==> src/rtl/wb_arb_pkg.sv <==
// Shared definitions for the two-master Wishbone round-robin arbiter:
// state encoding and the default watchdog counter width.
package wb_arb_pkg;

  typedef enum logic [1:0] {
    IDLE = 2'd0,
    GNT0 = 2'd1,
    GNT1 = 2'd2
  } arb_state_t;

  localparam int WDOG_WIDTH = 8;

endpackage

==> src/rtl/wb_arb_watchdog.sv <==
// Stall watchdog for the arbiter: counts strobed cycles without a slave response
// and raises expire once the count reaches the limit, until the owner is released.
module wb_arb_watchdog
  import wb_arb_pkg::*;
#(
  parameter int width = WDOG_WIDTH,
  parameter int limit = 255
) (
  input  logic clk,
  input  logic reset_n,
  input  logic clear,
  input  logic run,
  input  logic armed,
  output logic expire
);

  localparam logic [width-1:0] limit_cnt = width'(limit);

  logic [width-1:0] cnt;

  // Saturates at the limit so expire stays stable until the FSM leaves the grant.
  always_ff @(posedge clk) begin
    if (!reset_n || clear) begin
      cnt <= '0;
    end else if (run && (cnt != limit_cnt)) begin
      cnt <= cnt + 1'b1;
    end
  end

  assign expire = armed && (cnt == limit_cnt);

endmodule

==> src/rtl/wb_arb2_rr.sv <==
// Two-master, one-slave Wishbone round-robin arbiter; grant held for the whole cyc.
// Optional stall watchdog enabled by defining WB_ARB2_TIMEOUT_EN.
module wb_arb2_rr
  import wb_arb_pkg::*;
#(
  parameter int adr_width = 32,
  parameter int dat_width = 32,
  parameter int timeout   = 255
) (
  input  logic                   clk,
  input  logic                   reset_n,
  input  logic [adr_width-1:0]   m0_adr_i,
  input  logic [adr_width-1:0]   m1_adr_i,
  input  logic [dat_width-1:0]   m0_dat_i,
  input  logic [dat_width-1:0]   m1_dat_i,
  output logic [dat_width-1:0]   m0_dat_o,
  output logic [dat_width-1:0]   m1_dat_o,
  input  logic [dat_width/8-1:0] m0_sel_i,
  input  logic [dat_width/8-1:0] m1_sel_i,
  input  logic                   m0_we_i,
  input  logic                   m1_we_i,
  input  logic                   m0_cyc_i,
  input  logic                   m1_cyc_i,
  input  logic                   m0_stb_i,
  input  logic                   m1_stb_i,
  output logic                   m0_ack_o,
  output logic                   m1_ack_o,
  output logic                   m0_err_o,
  output logic                   m1_err_o,
  output logic [adr_width-1:0]   s_adr_o,
  output logic [dat_width-1:0]   s_dat_o,
  input  logic [dat_width-1:0]   s_dat_i,
  output logic [dat_width/8-1:0] s_sel_o,
  output logic                   s_we_o,
  output logic                   s_cyc_o,
  output logic                   s_stb_o,
  input  logic                   s_ack_i,
  input  logic                   s_err_i,
  output logic [1:0]             gnt_o
);

  arb_state_t state, state_nxt;
  logic       last, last_nxt;
  logic       expire;

  always_ff @(posedge clk) begin
    if (!reset_n) begin
      state <= IDLE;
      last  <= 1'b1;
    end else begin
      state <= state_nxt;
      last  <= last_nxt;
    end
  end

  // Owners always pass through IDLE, which leaves one dead cycle between them.
  always_comb begin
    state_nxt = state;
    last_nxt  = last;
    case (state)
      IDLE: begin
        if (m0_cyc_i && m1_cyc_i) begin
          state_nxt = last ? GNT0 : GNT1;
        end else if (m0_cyc_i) begin
          state_nxt = GNT0;
        end else if (m1_cyc_i) begin
          state_nxt = GNT1;
        end
      end
      GNT0: begin
        if (!m0_cyc_i || expire) begin
          state_nxt = IDLE;
          last_nxt  = 1'b0;
        end
      end
      GNT1: begin
        if (!m1_cyc_i || expire) begin
          state_nxt = IDLE;
          last_nxt  = 1'b1;
        end
      end
      default: state_nxt = IDLE;
    endcase
  end

  always_comb begin
    s_adr_o  = m0_adr_i;
    s_dat_o  = m0_dat_i;
    s_sel_o  = m0_sel_i;
    s_we_o   = m0_we_i;
    s_cyc_o  = 1'b0;
    s_stb_o  = 1'b0;
    m0_ack_o = 1'b0;
    m1_ack_o = 1'b0;
    m0_err_o = 1'b0;
    m1_err_o = 1'b0;
    gnt_o    = 2'b00;
    case (state)
      GNT0: begin
        gnt_o    = 2'b01;
        s_cyc_o  = m0_cyc_i & ~expire;
        s_stb_o  = m0_stb_i & ~expire;
        m0_ack_o = s_ack_i & ~expire;
        m0_err_o = s_err_i | expire;
      end
      GNT1: begin
        gnt_o    = 2'b10;
        s_adr_o  = m1_adr_i;
        s_dat_o  = m1_dat_i;
        s_sel_o  = m1_sel_i;
        s_we_o   = m1_we_i;
        s_cyc_o  = m1_cyc_i & ~expire;
        s_stb_o  = m1_stb_i & ~expire;
        m1_ack_o = s_ack_i & ~expire;
        m1_err_o = s_err_i | expire;
      end
      default: ;
    endcase
  end

  assign m0_dat_o = s_dat_i;
  assign m1_dat_o = s_dat_i;

`ifdef WB_ARB2_TIMEOUT_EN
  logic wd_run;
  logic wd_clear;

  assign wd_run   = ((state == GNT0) && m0_stb_i) || ((state == GNT1) && m1_stb_i);
  assign wd_clear = (state == IDLE) || s_ack_i || s_err_i;

  wb_arb_watchdog #(
    .width (WDOG_WIDTH),
    .limit (timeout)
  ) u_watchdog (
    .clk     (clk),
    .reset_n (reset_n),
    .clear   (wd_clear),
    .run     (wd_run),
    .armed   (state != IDLE),
    .expire  (expire)
  );
`else
  assign expire = 1'b0;
`endif

endmodule

==> config.mk <==
export PLATFORM = sky130hd
export DESIGN_NAME = wb_arb2_rr
export DESIGN_NICKNAME = d
export VERILOG_FILES = /design/src/rtl/wb_arb_pkg.sv /design/src/rtl/wb_arb_watchdog.sv /design/src/rtl/wb_arb2_rr.sv
export SDC_FILE = /design/constraint.sdc
export NUM_CORES = 1
export LEC_CHECK = 0
export CORE_AREA = 2 2 126 128
export DETAILED_ROUTE_END_ITERATION = 10
export DIE_AREA = 0 0 128 130
export GPL_TIMING_DRIVEN = 0
export PLACE_DENSITY = 0.52
export SYNTH_ARGS = -nofsm -noshare
export SYNTH_HDL_FRONTEND = slang
export SYNTH_HIERARCHICAL = 1
export SYNTH_SLANG_ARGS = --single-unit
export TNS_END_PERCENT = 10
==> constraint.sdc <==
create_clock -name clk -period 2.4 [get_ports clk]
set_input_delay 0.72 -clock clk [delete_from_list [all_inputs] [get_ports clk]]
set_output_delay 0.72 -clock clk [all_outputs]
set_load 0.01 [all_outputs]
==> flow_summary.json <==
{
  "pin_count": 319,
  "die_h_um": 130,
  "path_max_fanout": 10,
  "die_area_um2": 16600,
  "final_common_cell": "clkdlybuf4s50_1",
  "status": "finished clean",
  "cts.clk_slew.worst_paths_ns": 0.03,
  "power_uw": 1690,
  "path_class": "reg2out",
  "drtPass1Iterations": 4,
  "portBuffers": 286,
  "drt_iter0_drc": 27,
  "ys_types": 22,
  "nFillCells": 1650,
  "pwr-share-seq": 0.040,
  "holdPathStages": 2,
  "power_density_nw_per_um2": 346,
  "crit_path_max_incr_delay_ns": 0.35,
  "fin_skew_ns": 0.00133,
  "switchingPower_uw": 526,
  "seq_area_frac_synth": 0.0312,
  "core_area_um2": 15400,
  "most-common-layout-cells": "208 x clkdlybuf4s50_1, 67 x mux2_4, 65 x buf_4",
  "area_growth_pct": 154,
  "ir_drop_uv": 260,
  "finalHoldViolCount": 0,
  "pwr-share-clk": 0.154,
  "holdPathEnd": "state[0]",
  "critPathLaunch": "state[0]",
  "ys_seq_elements": 3,
  "drive_gt1_frac": 0.449,
  "wl_per_cell_um": 14.4,
  "cts-root-buf": "clkbuf_16",
  "diodes": 0,
  "insertion_delay_ns": 0.22,
  "combPwrFrac": 0.805,
  "clock_sinks": 3,
  "syn-cell-area_um2": 1930,
  "min_from": "state[0]",
  "antenna_found_initial": 0,
  "period_needed_ns": 2.40,
  "switching_share": 0.310,
  "p_leak_uw": 0.00221,
  "hold_class": "reg2reg",
  "slowest_stage": "dfxtp_2",
  "fin_area_um2": 4900,
  "ys_warn_count": 6,
  "grt_pass1_wl_mm": 12.6,
  "ff2ff_setup_slack_ns": 1.06,
  "multi_input_area_um2": 1240,
  "routed_via_density": 3.52,
  "seq_area_um2": 62.6,
  "r2r_start": "state[1]",
  "layout.nets": 648,
  "placed_cell_area_um2": 5030,
  "yosys.area_share.simple": 0.0396,
  "drc": 0,
  "synth.mux.area_fraction": 0.545,
  "grt_pass1_vias": 2301,
  "cts_tree": "yes",
  "dr_total_vias": 2312,
  "p_int_uw": 1170,
  "grt-ovfl-total": 0,
  "setup_violations": 0,
  "grt_max_degree": 11,
  "drv_slew": 0,
  "ctsLongestPathBuffers": 2,
  "cap_violations": 0,
  "yosys.area_share.adder": 0.0260,
  "dp_hpwl_mm": 8.35,
  "grt_usage": 0.0970,
  "cts_buffers": 3,
  "tns_ns": 0,
  "final_cells": 657,
  "wirelength_mm": 9.47,
  "dp.cells": 652,
  "die_x_um": 128,
  "fmax_ghz": 0.417,
  "whs_ns": 0.494,
  "synth.net_count": 356,
  "htreeDepth": 1,
  "rows": 46,
  "rsz0062_at_grt": "yes",
  "synth.avg_cell_area_um2": 11.1,
  "max_slew_margin": 0.872,
  "crit_path_end_kind": "output port",
  "gp_congestion": 0.746,
  "startpoint_type": "register",
  "drtAntennaViolNets": 0,
  "reg2reg_to": "state[0]",
  "min_period_over_period": 0.998,
  "path_cells": "inv_2, ha_4, bufbuf_16, buf_12, mux2_4, buf_2",
  "critPathRequiredTime_ns": 1.68,
  "synthXorXnorAreaFrac": 0,
  "rr_worst_depth": 5,
  "syn_inst": 174,
  "synth_top_family_by_area": "multiplexers",
  "hold_buffers": 0,
  "arrival_ns": 1.68,
  "synth_compound_area_frac": 0.0253,
  "worst_pin_slew_ns": 0.192,
  "start_util": 0.125
}
## layer usage
metal | track usage | share of wire
met1 | 0.107 | 0.36
met2 | 0.192 | 0.53
met3 | 0.0295 | 0.10
met4 | 0.00194 | 0.00042
met5 | 0 | 0
## per-stage QoR
| step | worst slack [ns] | util |
|---|---|---|
| detailed placement | -0.459 | 0.326 |
| global placement | -0.463 | 0.326 |
| global route | -0.0426 | 0.318 |
| floorplan | 0.416 | - |
| CTS | -0.228 | 0.329 |
| finish | 0.00438 | 0.318 |
## state kept, by name, summed over array words and instances, names as in the netlist
signal / count
last: 1
state: 2
## final cells by class
class / instances / area share
Timing Repair Buffer: 287 / 0.534
Multi-Input combinational cell: 96 / 0.254
Buffer: 73 / 0.132
Tap cell: 192 / 0.0490
Clock buffer: 4 / 0.0161
Sequential cell: 3 / 0.0128
Inverter: 2 / 0.00153
## how the worst max path moves through the flow
stage / slack (ns) / cells past startpoint / endpoint
floorplan: 0.42 / 5 / s_adr_o[0]
global placement: -0.46 / 4 / s_cyc_o
detailed placement: -0.46 / 4 / s_cyc_o
CTS: -0.23 / 4 / s_cyc_o
global route: -0.04 / 6 / s_dat_o[18]
finish: 0.004 / 6 / s_dat_o[18]
## power by group through the flow
| stage | logic [uW] | clock network (uW) | registers, uW |
|---|---|---|---|
| detailed placement | 1480 | 0 | 65.3 |
| CTS | 1430 | 265 | 66.9 |
| finish | 1360 | 262 | 68.0 |
| global route | 1440 | 274 | 69.7 |
| floorplan | 724 | 0 | 63.8 |
| global placement | 1480 | 0 | 65.3 |
## critical path, delay by kind of cell (launching register included)
kind / cells / cell delay, ns
adder cells (fa/ha/maj): 1 / 0.18
buffers and inverters: 4 / 0.62
multiplexers: 1 / 0.30
flip-flops: 1 / 0.35
## Yosys cell counts (all sizes together)
cell type	count	share of area
mux2i	2	0.010
nor2b	1	0.0033
nor2	2	0.0039
nand4	1	0.0033
a22oi	2	0.0078
a21oi	2	0.0052
dfxtp	3	0.031
nand2	3	0.0058
and2	4	0.013
o21ai	1	0.0026
mux2	69	0.53
and2b	1	0.0039
nand2b	2	0.0065
inv	2	0.0039
a21boi	1	0.0058
ha	4	0.026
a21o	1	0.0039
buf	73	0.33
## kinds of logic (layout without fill, tap and decap cells)
logic type / after synthesis / in the layout
simple gates: 14 / 14
compound gates: 7 / 7
flops: 3 / 3
mux: 71 / 71
fa+ha+maj: 4 / 4
buf+inv: 75 / 366
## timing repair
| item | 4_1_cts | 5_1_grt |
|---|---|---|
| pin swaps | 0 | 1 |
| setup buffers | 0 | 0 |
| gates resized for setup | 190 | 42 |
| cloned | 1 | 0 |
| setup endpoints to repair | 75 | 69 |
Note: power is estimated with default switching activity, not from simulation.
